File: config.mk
export PLATFORM = sky130hd
export DESIGN_NAME = aes128_serial_core
export DESIGN_NICKNAME = d
export VERILOG_FILES = /design/src/rtl/aes128_serial_core.sv
export SDC_FILE = /design/constraint.sdc
export NUM_CORES = 2
export LEC_CHECK = 0
export CAP_MARGIN = 0
export CORE_MARGIN = 5
export CORE_UTILIZATION = 48
export DETAILED_ROUTE_END_ITERATION = 12
export PLACE_DENSITY = 0.78
export SYNTH_ARGS = -nofsm -noshare
export SYNTH_HDL_FRONTEND = slang
export SYNTH_SLANG_ARGS = --single-unit
File: constraint.sdc
create_clock -name clk -period 21.6 [get_ports clk]
set_input_delay 2.16 -clock clk [delete_from_list [all_inputs] [get_ports clk]]
set_output_delay 2.16 -clock clk [all_outputs]
set_load 0.05 [all_outputs]
File: src/rtl/aes128_serial_core.sv
`timescale 1ns/1ps
// aes128_serial_core: AES-128 block cipher built around one shared byte-wide S-box, one block per start pulse.
// Define AES_DECRYPT_EN to add the inverse cipher and honour enc_dec; without it the core only encrypts.
module aes128_serial_core (
  input  logic         clk,
  input  logic         rst,
  input  logic         start,
  input  logic         enc_dec,
  input  logic [127:0] data_in,
  input  logic [127:0] key_in,
  output logic [127:0] data_out,
  output logic         ready
);

  typedef enum logic [3:0] {
    S_IDLE, S_INIT, S_KEY, S_SUB, S_MIX, S_KFWD, S_DINIT, S_IKEY, S_ISUB, S_IMIX
  } fsm_e;

  fsm_e         fsm_q;
  logic [127:0] state_q, key_q, data_out_q;
  logic [23:0]  sw_q;
  logic [3:0]   round_q, byte_q;
  logic         ready_q;

  function automatic logic [7:0] xtime(input logic [7:0] a);
    return {a[6:0], 1'b0} ^ (a[7] ? 8'h1b : 8'h00);
  endfunction

  function automatic logic [7:0] gf_mul(input logic [7:0] a, input logic [7:0] b);
    logic [7:0] p, x;
    p = '0;
    x = a;
    for (int i = 0; i < 8; i++) begin
      if (b[i]) p = p ^ x;
      x = xtime(x);
    end
    return p;
  endfunction

  // a^254 is the multiplicative inverse in GF(2^8) and maps 0 to 0, exactly what the S-box needs
  function automatic logic [7:0] gf_inv(input logic [7:0] a);
    logic [7:0] r, base;
    r    = 8'h01;
    base = a;
    for (int i = 0; i < 8; i++) begin
      if (i != 0) r = gf_mul(r, base);
      base = gf_mul(base, base);
    end
    return r;
  endfunction

  function automatic logic [7:0] rotl8(input logic [7:0] a, input int unsigned n);
    logic [15:0] t;
    t = {a, a} << n;
    return t[15:8];
  endfunction

  function automatic logic [7:0] fwd_sbox(input logic [7:0] b);
    logic [7:0] v;
    v = gf_inv(b);
    return v ^ rotl8(v, 1) ^ rotl8(v, 2) ^ rotl8(v, 3) ^ rotl8(v, 4) ^ 8'h63;
  endfunction

  function automatic logic [7:0] rcon(input logic [3:0] i);
    case (i)
      4'd0:    return 8'h01;
      4'd1:    return 8'h02;
      4'd2:    return 8'h04;
      4'd3:    return 8'h08;
      4'd4:    return 8'h10;
      4'd5:    return 8'h20;
      4'd6:    return 8'h40;
      4'd7:    return 8'h80;
      4'd8:    return 8'h1b;
      4'd9:    return 8'h36;
      default: return 8'h00;
    endcase
  endfunction

  function automatic logic [127:0] shift_rows(input logic [127:0] s, input logic inv);
    logic [127:0] o;
    int src;
    o = '0;
    for (int c = 0; c < 4; c++) begin
      for (int r = 0; r < 4; r++) begin
        src = inv ? (c + 4 - r) % 4 : (c + r) % 4;
        o[127-8*(4*c+r) -: 8] = s[127-8*(4*src+r) -: 8];
      end
    end
    return o;
  endfunction

  // Each output row uses the same four coefficients, rotated one position per row
  function automatic logic [127:0] mix_columns(input logic [127:0] s, input logic inv);
    logic [127:0] o;
    logic [31:0]  coef;
    logic [7:0]   a [4];
    logic [7:0]   acc;
    o    = '0;
    coef = inv ? 32'h0e0b0d09 : 32'h02030101;
    for (int c = 0; c < 4; c++) begin
      for (int k = 0; k < 4; k++) a[k] = s[127-8*(4*c+k) -: 8];
      for (int r = 0; r < 4; r++) begin
        acc = '0;
        for (int k = 0; k < 4; k++) acc = acc ^ gf_mul(a[k], coef[31-8*((k-r+4)%4) -: 8]);
        o[127-8*(4*c+r) -: 8] = acc;
      end
    end
    return o;
  endfunction

  function automatic logic [127:0] key_step_fwd(input logic [127:0] k, input logic [31:0] t);
    logic [31:0] w0, w1, w2, w3;
    w0 = k[127:96] ^ t;
    w1 = k[95:64]  ^ w0;
    w2 = k[63:32]  ^ w1;
    w3 = k[31:0]   ^ w2;
    return {w0, w1, w2, w3};
  endfunction

`ifdef AES_DECRYPT_EN
  function automatic logic [7:0] inv_sbox(input logic [7:0] s);
    return gf_inv(rotl8(s, 1) ^ rotl8(s, 3) ^ rotl8(s, 6) ^ 8'h05);
  endfunction

  function automatic logic [127:0] key_step_inv(input logic [127:0] k, input logic [31:0] t);
    return {k[127:96] ^ t, k[95:64] ^ k[127:96], k[63:32] ^ k[95:64], k[31:0] ^ k[63:32]};
  endfunction

  logic [127:0] isr, imix_out, key_inv;
`else
  logic unused_enc_dec;
  assign unused_enc_dec = enc_dec;
`endif

  logic [1:0]   kbyte;
  logic [31:0]  w3, sub_word, rcon_word;
  logic [3:0]   rcon_idx;
  logic [7:0]   sbox_in, sbox_out;
  logic [127:0] key_fwd, sub_state, sr, mix_out;

  // NOTE: every signal driven here gets a default first, so no latch can be inferred.
  always_comb begin
    kbyte    = byte_q[1:0] + 2'd1;  // RotWord: SubWord byte k reads w3 byte k+1
    w3       = key_q[31:0];
    rcon_idx = round_q;
`ifdef AES_DECRYPT_EN
    if (fsm_q == S_IKEY) begin
      w3       = key_q[31:0] ^ key_q[63:32];
      rcon_idx = 4'd9 - round_q;
    end
`endif
    sbox_in = state_q[{~byte_q, 3'b000} +: 8];
    if (fsm_q == S_KEY || fsm_q == S_KFWD || fsm_q == S_IKEY) sbox_in = w3[{~kbyte, 3'b000} +: 8];
`ifdef AES_DECRYPT_EN
    sbox_out = (fsm_q == S_ISUB) ? inv_sbox(sbox_in) : fwd_sbox(sbox_in);
`else
    sbox_out = fwd_sbox(sbox_in);
`endif
    sub_word  = {sw_q, sbox_out};
    rcon_word = sub_word ^ {rcon(rcon_idx), 24'h000000};
    key_fwd   = key_step_fwd(key_q, rcon_word);
    sub_state = state_q;
    sub_state[{~byte_q, 3'b000} +: 8] = sbox_out;
    sr        = shift_rows(state_q, 1'b0);
    mix_out   = ((round_q == 4'd9) ? sr : mix_columns(sr, 1'b0)) ^ key_q;
`ifdef AES_DECRYPT_EN
    // InvShiftRows only permutes bytes, so it commutes with the in-place inverse S-box pass
    isr      = shift_rows(state_q, 1'b1) ^ key_q;
    imix_out = (round_q == 4'd9) ? isr : mix_columns(isr, 1'b1);
    key_inv  = key_step_inv(key_q, rcon_word);
`endif
  end

  // NOTE: sequential state is updated with non-blocking assignments only.
  always_ff @(posedge clk or posedge rst) begin
    if (rst) begin
      fsm_q      <= S_IDLE;
      state_q    <= '0;
      key_q      <= '0;
      data_out_q <= '0;
      sw_q       <= '0;
      round_q    <= '0;
      byte_q     <= '0;
      ready_q    <= 1'b1;
    end else begin
      case (fsm_q)
        S_IDLE: if (start) begin
          state_q <= data_in;
          key_q   <= key_in;
          round_q <= '0;
          byte_q  <= '0;
          ready_q <= 1'b0;
`ifdef AES_DECRYPT_EN
          fsm_q   <= enc_dec ? S_INIT : S_KFWD;
`else
          fsm_q   <= S_INIT;
`endif
        end
        S_INIT: begin
          state_q <= state_q ^ key_q;
          fsm_q   <= S_KEY;
        end
        S_KEY: begin
          sw_q   <= {sw_q[15:0], sbox_out};
          byte_q <= byte_q + 4'd1;
          if (byte_q == 4'd3) begin
            key_q  <= key_fwd;
            byte_q <= '0;
            fsm_q  <= S_SUB;
          end
        end
        S_SUB: begin
          state_q <= sub_state;
          byte_q  <= byte_q + 4'd1;
          if (byte_q == 4'd15) fsm_q <= S_MIX;
        end
        S_MIX: begin
          state_q <= mix_out;
          if (round_q == 4'd9) begin
            data_out_q <= mix_out;
            ready_q    <= 1'b1;
            fsm_q      <= S_IDLE;
          end else begin
            round_q <= round_q + 4'd1;
            fsm_q   <= S_KEY;
          end
        end
`ifdef AES_DECRYPT_EN
        S_KFWD: begin
          sw_q   <= {sw_q[15:0], sbox_out};
          byte_q <= byte_q + 4'd1;
          if (byte_q == 4'd3) begin
            key_q  <= key_fwd;
            byte_q <= '0;
            if (round_q == 4'd9) begin
              round_q <= '0;
              fsm_q   <= S_DINIT;
            end else begin
              round_q <= round_q + 4'd1;
            end
          end
        end
        S_DINIT: begin
          state_q <= state_q ^ key_q;
          fsm_q   <= S_IKEY;
        end
        S_IKEY: begin
          sw_q   <= {sw_q[15:0], sbox_out};
          byte_q <= byte_q + 4'd1;
          if (byte_q == 4'd3) begin
            key_q  <= key_inv;
            byte_q <= '0;
            fsm_q  <= S_ISUB;
          end
        end
        S_ISUB: begin
          state_q <= sub_state;
          byte_q  <= byte_q + 4'd1;
          if (byte_q == 4'd15) fsm_q <= S_IMIX;
        end
        S_IMIX: begin
          state_q <= imix_out;
          if (round_q == 4'd9) begin
            data_out_q <= imix_out;
            ready_q    <= 1'b1;
            fsm_q      <= S_IDLE;
          end else begin
            round_q <= round_q + 4'd1;
            fsm_q   <= S_IKEY;
          end
        end
`endif
        default: fsm_q <= S_IDLE;
      endcase
    end
  end

  assign data_out = data_out_q;
  assign ready    = ready_q;

endmodule

# Word-level counts from Yosys, hierarchy flattened

Memory sizes are Yosys's and may differ from the RTL's.
Index checks and enable logic that the tools add are counted.

Bits in read-only memories: 128
Output and inout port bits: 129
Memories kept: 1
Flip-flop bits (word level): 421
Logic and storage cells: 568
Input bits: 260

Bitwise operators: 283
Shift operators: 4
Add/subtract/negate cells: 4
Mux-type cells: 240
Reduce and logical (&&, ||, !) cells: 14
Equality and inequality tests: 14

Memories:

| memory           | words | width | read ports | clocked after Yosys merged registers in | write ports | RTL line | RTL |
|---|---|---|---|---|---|---|---|
| (name not given) | 16    | 8     | 1          | 0                                       | 0           | 65       | `case (i)` |

Operator list:

| kind                                                                     | count |
|---|---|
| 8-bit XOR                                                                | 159 |
| 8-bit by 5-bit XOR with 8-bit output                                     | 107 |
| 8-bit two-way mux                                                        | 106 |
| 5-bit two-way mux                                                        | 108 |
| 128-bit two-way mux                                                      | 4 |
| 128-bit case mux with 4 select lines                                     | 1 |
| 128-bit case mux with 2 select lines                                     | 1 |
| 128-bit XOR                                                              | 2 |
| 32-bit XOR                                                               | 5 |
| 128-bit bitwise mux                                                      | 1 |
| 8-bit by 9-bit variable shift with 128-bit output (first input constant) | 1 |
| 128-bit by 8-bit variable part select with 8-bit output                  | 1 |
| 8-bit by 9-bit variable part select with 128-bit output                  | 1 |
| 32-bit by 6-bit variable part select with 8-bit output                   | 1 |
| 4-bit two-way mux                                                        | 7 |
| 4-bit case mux with 5 select lines                                       | 1 |
| 4-bit by 2-bit equality test with 1-bit output (second input constant)   | 3 |
| 4-bit by 3-bit equality test with 1-bit output (second input constant)   | 3 |
| 4-bit case mux with 3 select lines                                       | 1 |
| 3-bit AND reduction                                                      | 4 |
| 7-bit negator with 9-bit output                                          | 1 |
| 4-bit by 1-bit adder with 4-bit output (second input constant)           | 2 |
| 4-bit equality test (second input constant)                              | 2 |
| 2-bit != test (second input constant)                                    | 4 |
| 19 further kinds                                                         | 33 |

# Longest topological paths before layout

Word-level depth: 143
Gate-level depth with buffers: 75
Depth with buffers taken out: 61

# Worst setup path before layout

Ideal clock, no wire load.

Path type: reg2reg
From: register byte_q[0]
To: register key_q[7]
Library setup time: 0.071 ns
Buffers on the path: 10
Period minus slack after synthesis: 16.760 ns
Arrival time: 16.690 ns
Required time: 21.529 ns
Path slack: 4.840 ns
Cell stages (with the launch flop): 70
Path through: dfrtp_1 ha_1 clkbuf_1 mux4_2 or2_1 nand2_1 inv_2 buf_2 ha_1 clkbuf_1 nand2_1 xnor2_1 inv_2 buf_1 ha_1 clkbuf_1 xnor2_1 and3b_1 (+34 left out) xnor2_1 o22ai_1 or4_1 clkbuf_1 a21boi_0 xor2_1 xnor2_2 xor2_2 xnor2_1 xnor2_1 nor2_1 xnor3_1 xnor2_2 xor3_2 xnor3_1 xnor3_1 or4_1 nand4_1

Cells in the longest elaborated chain, start to end: 139
Elaborated cells on any way between the ends: 405
Those cells by class: add/sub (1); eq/ne (2); shift (2); mux (206); bitwise (193); reduce/logical (1)

RTL lines:

| item                                                   | RTL line | RTL |
|---|---|---|
| from (decl)                                            | 22       | `logic [3:0] round_q, byte_q;` |
| from (signal assigned)                                 | 206      | `byte_q <= byte_q + 4'd1;` |
| from (signal assigned)                                 | 215      | `byte_q <= byte_q + 4'd1;` |
| 2-bit by 1-bit adder with 2-bit output                 | 144      | `kbyte = byte_q[1:0] + 2'd1;` |
| 2-bit inverter                                         | 154      | `if (fsm_q == S_KEY \|\| fsm_q == S_KFWD \|\| fsm_q == S_IKEY) sbox_in = w3[{~kbyte, 3'b000} +: 8];` |
| 32-bit by 6-bit variable part select with 8-bit output | 154      |  |
| 8-bit two-way mux                                      | 154      |  |
| 5-bit two-way mux                                      | 26       | `return {a[6:0], 1'b0} ^ (a[7] ? 8'h1b : 8'h00);` |
| 8-bit by 5-bit XOR with 8-bit output                   | 26       |  |
| 8-bit XOR                                              | 34       | `if (b[i]) p = p ^ x;` |
| 8-bit two-way mux                                      | 34       |  |
| (+120 left out)                                        | n/a      |  |
| 8-bit XOR (4 in a row)                                 | 61       | `return v ^ rotl8(v, 1) ^ rotl8(v, 2) ^ rotl8(v, 3) ^ rotl8(v, 4) ^ 8'h63;` |
| 32-bit XOR                                             | 161      | `rcon_word = sub_word ^ {rcon(rcon_idx), 24'h000000};` |
| 32-bit XOR                                             | 114      | `w0 = k[127:96] ^ t;` |
| 32-bit XOR                                             | 115      | `w1 = k[95:64] ^ w0;` |
| 32-bit XOR                                             | 116      | `w2 = k[63:32] ^ w1;` |
| 32-bit XOR                                             | 117      | `w3 = k[31:0] ^ w2;` |
| 128-bit two-way mux                                    | 207      | `if (byte_q == 4'd3) begin` |
| 128-bit case mux with 2 select lines                   | 187      | `case (fsm_q)` |
| to (signal assigned)                                   | 190      | `key_q <= key_in;` |
| to (signal assigned)                                   | 208      | `key_q <= key_fwd;` |
| to (decl)                                              | 20       | `logic [127:0] state_q, key_q, data_out_q;` |

Several ways; a longest one is shown, not always the timed one. The select of a mux whose other input is x is not followed.
A chain may end at the register's enable or synchronous reset.

# Final worst setup path

From: register byte_q[1]
To: register state_q[119]

Cells in the longest elaborated chain, start to end: 136
Elaborated cells on any way between the ends: 401
Those cells by class: add/sub (2); shift (4); mux (206); bitwise (189)

RTL lines:

| item                                                                     | RTL line | RTL |
|---|---|---|
| 2-bit by 1-bit adder with 2-bit output                                   | 144      |  |
| 2-bit inverter                                                           | 154      |  |
| 32-bit by 6-bit variable part select with 8-bit output                   | 154      |  |
| 8-bit two-way mux                                                        | 154      |  |
| 5-bit two-way mux, or another cell as far along                          | 26       |  |
| 8-bit by 5-bit XOR with 8-bit output / 8-bit XOR (equally long branches) | 26, 34   |  |
| 8-bit XOR / 8-bit two-way mux (equally long branches)                    | 34       |  |
| 8-bit two-way mux / 8-bit XOR (equally long branches)                    | 34       |  |
| (+117 left out)                                                          | n/a      |  |
| 8-bit two-way mux                                                        | 34       |  |
| 8-bit XOR                                                                | 34       |  |
| 8-bit two-way mux                                                        | 34       |  |
| 8-bit XOR (4 in a row)                                                   | 61       |  |
| 4-bit inverter (no line)                                                 | n/a      |  |
| 8-bit by 9-bit variable part select with 128-bit output                  | 164      | `sub_state[{~byte_q, 3'b000} +: 8] = sbox_out;` |
| 128-bit bitwise mux (*)                                                  | 164      |  |
| 128-bit case mux with 4 select lines (*)                                 | 187      |  |
| to (signal assigned)                                                     | 189      | `state_q <= data_in;` |
| to (signal assigned)                                                     | 201      | `state_q <= state_q ^ key_q;` |
| to (signal assigned)                                                     | 214      | `state_q <= sub_state;` |
| to (decl)                                                                | 20       |  |

Every way passes the cells marked *; elsewhere a longest branch is shown, timed or not.

==> reports/qor.txt <==
Status -> finished, violations left
Failing checks -> capacitance limit, slew limit
Worst Tran Pin Value -> 1.49 ns
Number of synthesized flops with an enable pin -> 0
Seq. cell area -> 0.0105 sq mm
# rows -> 114
MaxCap Viol Count -> 1
Multi-input gate area -> 0.0335 sq mm
Post-CTS Repair Setup Buffers -> 0
CP most frequent cell -> xnor2_1
DR WL/cell -> 28.3 um
Simple-gate area share of the yosys netlist -> 14.6%
Initial antenna violation count -> 23
Sw frac -> 24.4%
Final hold violations -> 0
Post-Syn Instances -> 5,954
Seq cells post-synth -> 420
Flop-to-flop setup slack -> 1.12 ns
Synthesized-area fraction occupied by adder cells -> 0.377%
# resized after CTS -> 0
Slew Limit Headroom -> -0.250%
Post-route ant nets -> 0
First-pass GRT wire length -> 294 mm
RSZ-0062 raised after global routing -> false
Clock slew at reported path FFs -> 0.07 ns
Hold path endpoint -> data_out[92]$_DFFE_PP0P_
FF-to-FF path depth -> 55
Setup CP Type -> flop to flop
Die ar. -> 0.103 sq mm
Non-Filler Instances -> 7,274
Chip height -> 321 um
Final setup fails -> 0
Final core utilization -> 54.4%
DRC viols -> 0
Largest net degree at the start of global routing -> 110
Clock latency on the worst-skew pair -> 0.66 ns
Slowest stage cell on the critical path -> xnor2_1
# nets final -> 6,220
Area after DPL -> 0.0508 sq mm
Post-DP HPWL -> 152 mm
Share of layout cells above drive strength 1 -> 7.04%
Core ar. -> 0.0964 sq mm
Tot GR Track Use -> 38.0%
Synth top area cells -> dfrtp_1 23%, xnor2_1 18%, o21ai_0 6.0%, a21oi_1 5.9%, nor2_1 5.6%
RePlAce Congestion -> 1.08
Post-synthesis mux area share -> 4.06%
Final period utilization -> 94.8%
Setup TNS -> 0 ns
Hold Buf Count CTS -> 0
Dpl cells -> 7,174
CP required -> 22.10 ns
Post-synth cell types -> 106
Most common cell after layout, fill and taps aside -> xnor2_1
Syn. warnings -> 0
Routed wire length -> 206 mm
Mapped Nets -> 6,228
Fill cells -> 8,849
CTS Buffer Depth -> 3
Overflow after GRT -> 0
Sequential Power Share -> 44.8%
CTS Root Cell -> clkbuf_16
Critical path data arrival time -> 20.99 ns
Min-delay worst type -> flop to flop
Asr flop ratio synth -> 100%
Vias per cell -> 6.43
CP startpoint kind -> flop
Synthesized area -> 0.0465 sq mm
Vias in the first global route -> 42,300
Post-synth top area cell -> dfrtp_1
R2R Path End -> state_q[119]$_DFFE_PP0P_
CP max stage delay -> 1.03 ns
DR iter-0 viols -> 7,309
Worst Path Max Fanout -> 21
Main synth FF type -> dfrtp_1
Max VDD drop -> 60.4 uV
Number of CTS-inserted buffers -> 46
Commonest cells after routing, fill and taps aside -> 968 x xnor2_1, 685 x nor2_1, 628 x nand2_1
Combinational power share -> 4.8%
Leak Pwr -> 21.2 nW
Combinational family with the most area after synthesis -> XOR/XNOR gates
Fmax -> 48.8 MHz
Min Tclk post-route -> 20.48 ns
Die X -> 321 um
Pwr per Cell Area -> 33.5 mW/mm^2
CTS tree -> yes
# H-tree levels -> 2
Setup WS post-layout -> 1.12 ns
Compound-Gate Fraction of Synth Area -> 20.9%
Clock sink count -> 420
Synth Area in XOR/XNOR -> 31.8%
Int Pwr -> 1.33 mW
Hold path cells -> 2
Post-synthesis sequential area ratio -> 22.6%
Pre-CTS WS -> 1.63 ns
Min-delay src -> data_out[92]$_DFFE_PP0P_
First-pass DRT Iterations -> 8
Area grow syn2layout -> 12.9%
CP endpoint kind -> flop
Final max-slew violation count -> 1
Clock Skews -> 0.0384 ns
Vias post-DR -> 46,800
Crit Reg-Reg Startpoint -> byte_q[1]$_DFFE_PP0P_
Synth Area per Inst -> 7.80 sq um
Initial Util -> 48.2%
Port Buffers -> 387
Switch Pwr -> 0.429 mW
Clock power frac -> 50.4%
Post-synth top area share -> 22.6%
Finished layout cell area -> 0.0525 sq mm
# IOs -> 389
[area by class of cell]
cell class | count | area share (%)
clock buffers | 59 | 2.44
well taps | 1276 | 3.04
flip-flops and latches | 420 | 20.1
multi-input cells | 4873 | 63.8
clock inverters | 26 | 0.641
inverters | 74 | 0.544
repair buffers | 531 | 9.44
diodes | 15 | 0.0715
[state kept, by name, indices dropped and copies added (netlist names)]
register  cells
data_out    128
key_q       128
state_q     128
sw_q         24
byte_q        4
rcon_idx      4
fsm_q         3
ready         1
[layer usage]
| layer | track usage, % | share of wire (%) | vias to the layer above |
|---|---|---|---|
| li1 | - | - | 20200 |
| met1 | 49.8 | 37 | 22400 |
| met2 | 53.5 | 40 | 3435 |
| met3 | 13.9 | 15 | 770 |
| met4 | 22.9 | 8.0 | 18 |
| met5 | 0.370 | 0.066 | - |
[worst max path at each step]
stage                               start  cells past startpoint                  endpoint
global placement     fsm_q[1]$_DFFE_PP0P_                     63      key_q[4]$_DFFE_PP0P_
finish              byte_q[1]$_DFFE_PP0P_                     55  state_q[119]$_DFFE_PP0P_
detailed placement   fsm_q[1]$_DFFE_PP0P_                     63      key_q[4]$_DFFE_PP0P_
global route        byte_q[1]$_DFFE_PP0P_                     63      key_q[4]$_DFFE_PP0P_
floorplan           byte_q[0]$_DFFE_PP0P_                     69      key_q[7]$_DFFE_PP0P_
CTS                  fsm_q[1]$_DFFE_PP0P_                     63     key_q[38]$_DFFE_PP0P_
[worst max-delay path: cells and delay by family, from the launching register on]
| kind | cells | cell delay [ns] |
|---|---|---|
| AO/OA/AOI/OAI | 9 | 2.50 |
| XOR/XNOR | 27 | 9.90 |
| adder cells (fa/ha/maj) | 4 | 2.13 |
| buffers and inverters | 5 | 1.60 |
| flip-flops | 1 | 0.79 |
| multiplexers | 5 | 1.70 |
| AND/OR/NAND/NOR | 5 | 1.63 |
[kinds of logic (layout without fill, tap and decap cells)]
group           after synthesis  count (layout)
xor+xnor                   1415            1415
mux                         145             145
buf+inv                     661             690
simple gates               1618            1618
flops                       420             420
other cells                   0              15
compound gates             1681            1681
fa+ha+maj                    14              14
[metrics by stage]
stage | hold WS, ns | total power, mW
floorplan | 0.466 | 0.819
global placement | 0.481 | 0.885
detailed placement | 0.482 | 0.885
CTS | 0.495 | 1.75
global route | 0.512 | 1.79
finish | 0.496 | 1.76
[cells in the mapped netlist (all sizes together) (40+ instances only)]
| library cell | n |
|---|---|
| a21oi | 552 |
| a221oi | 41 |
| a22oi | 99 |
| a31oi | 40 |
| buf | 118 |
| clkbuf | 469 |
| dfrtp | 419 |
| inv | 73 |
| mux2i | 89 |
| nand2 | 633 |
| nand3 | 90 |
| nor2 | 694 |
| o21ai | 663 |
| o22ai | 86 |
| xnor2 | 1007 |
| xnor3 | 123 |
| xor2 | 274 |
[power groups by stage]
stage / combinational (mW) / clock [mW] / sequential, mW
6_report: 0.0845 / 0.886 / 0.786
3_5_place_dp: 0.0836 / 0 / 0.801
2_1_floorplan: 0.0177 / 0 / 0.802
4_1_cts: 0.0840 / 0.878 / 0.786
5_1_grt: 0.0884 / 0.913 / 0.786
3_3_place_gp: 0.0836 / 0 / 0.801
Note: power is estimated with default switching activity, not from simulation.
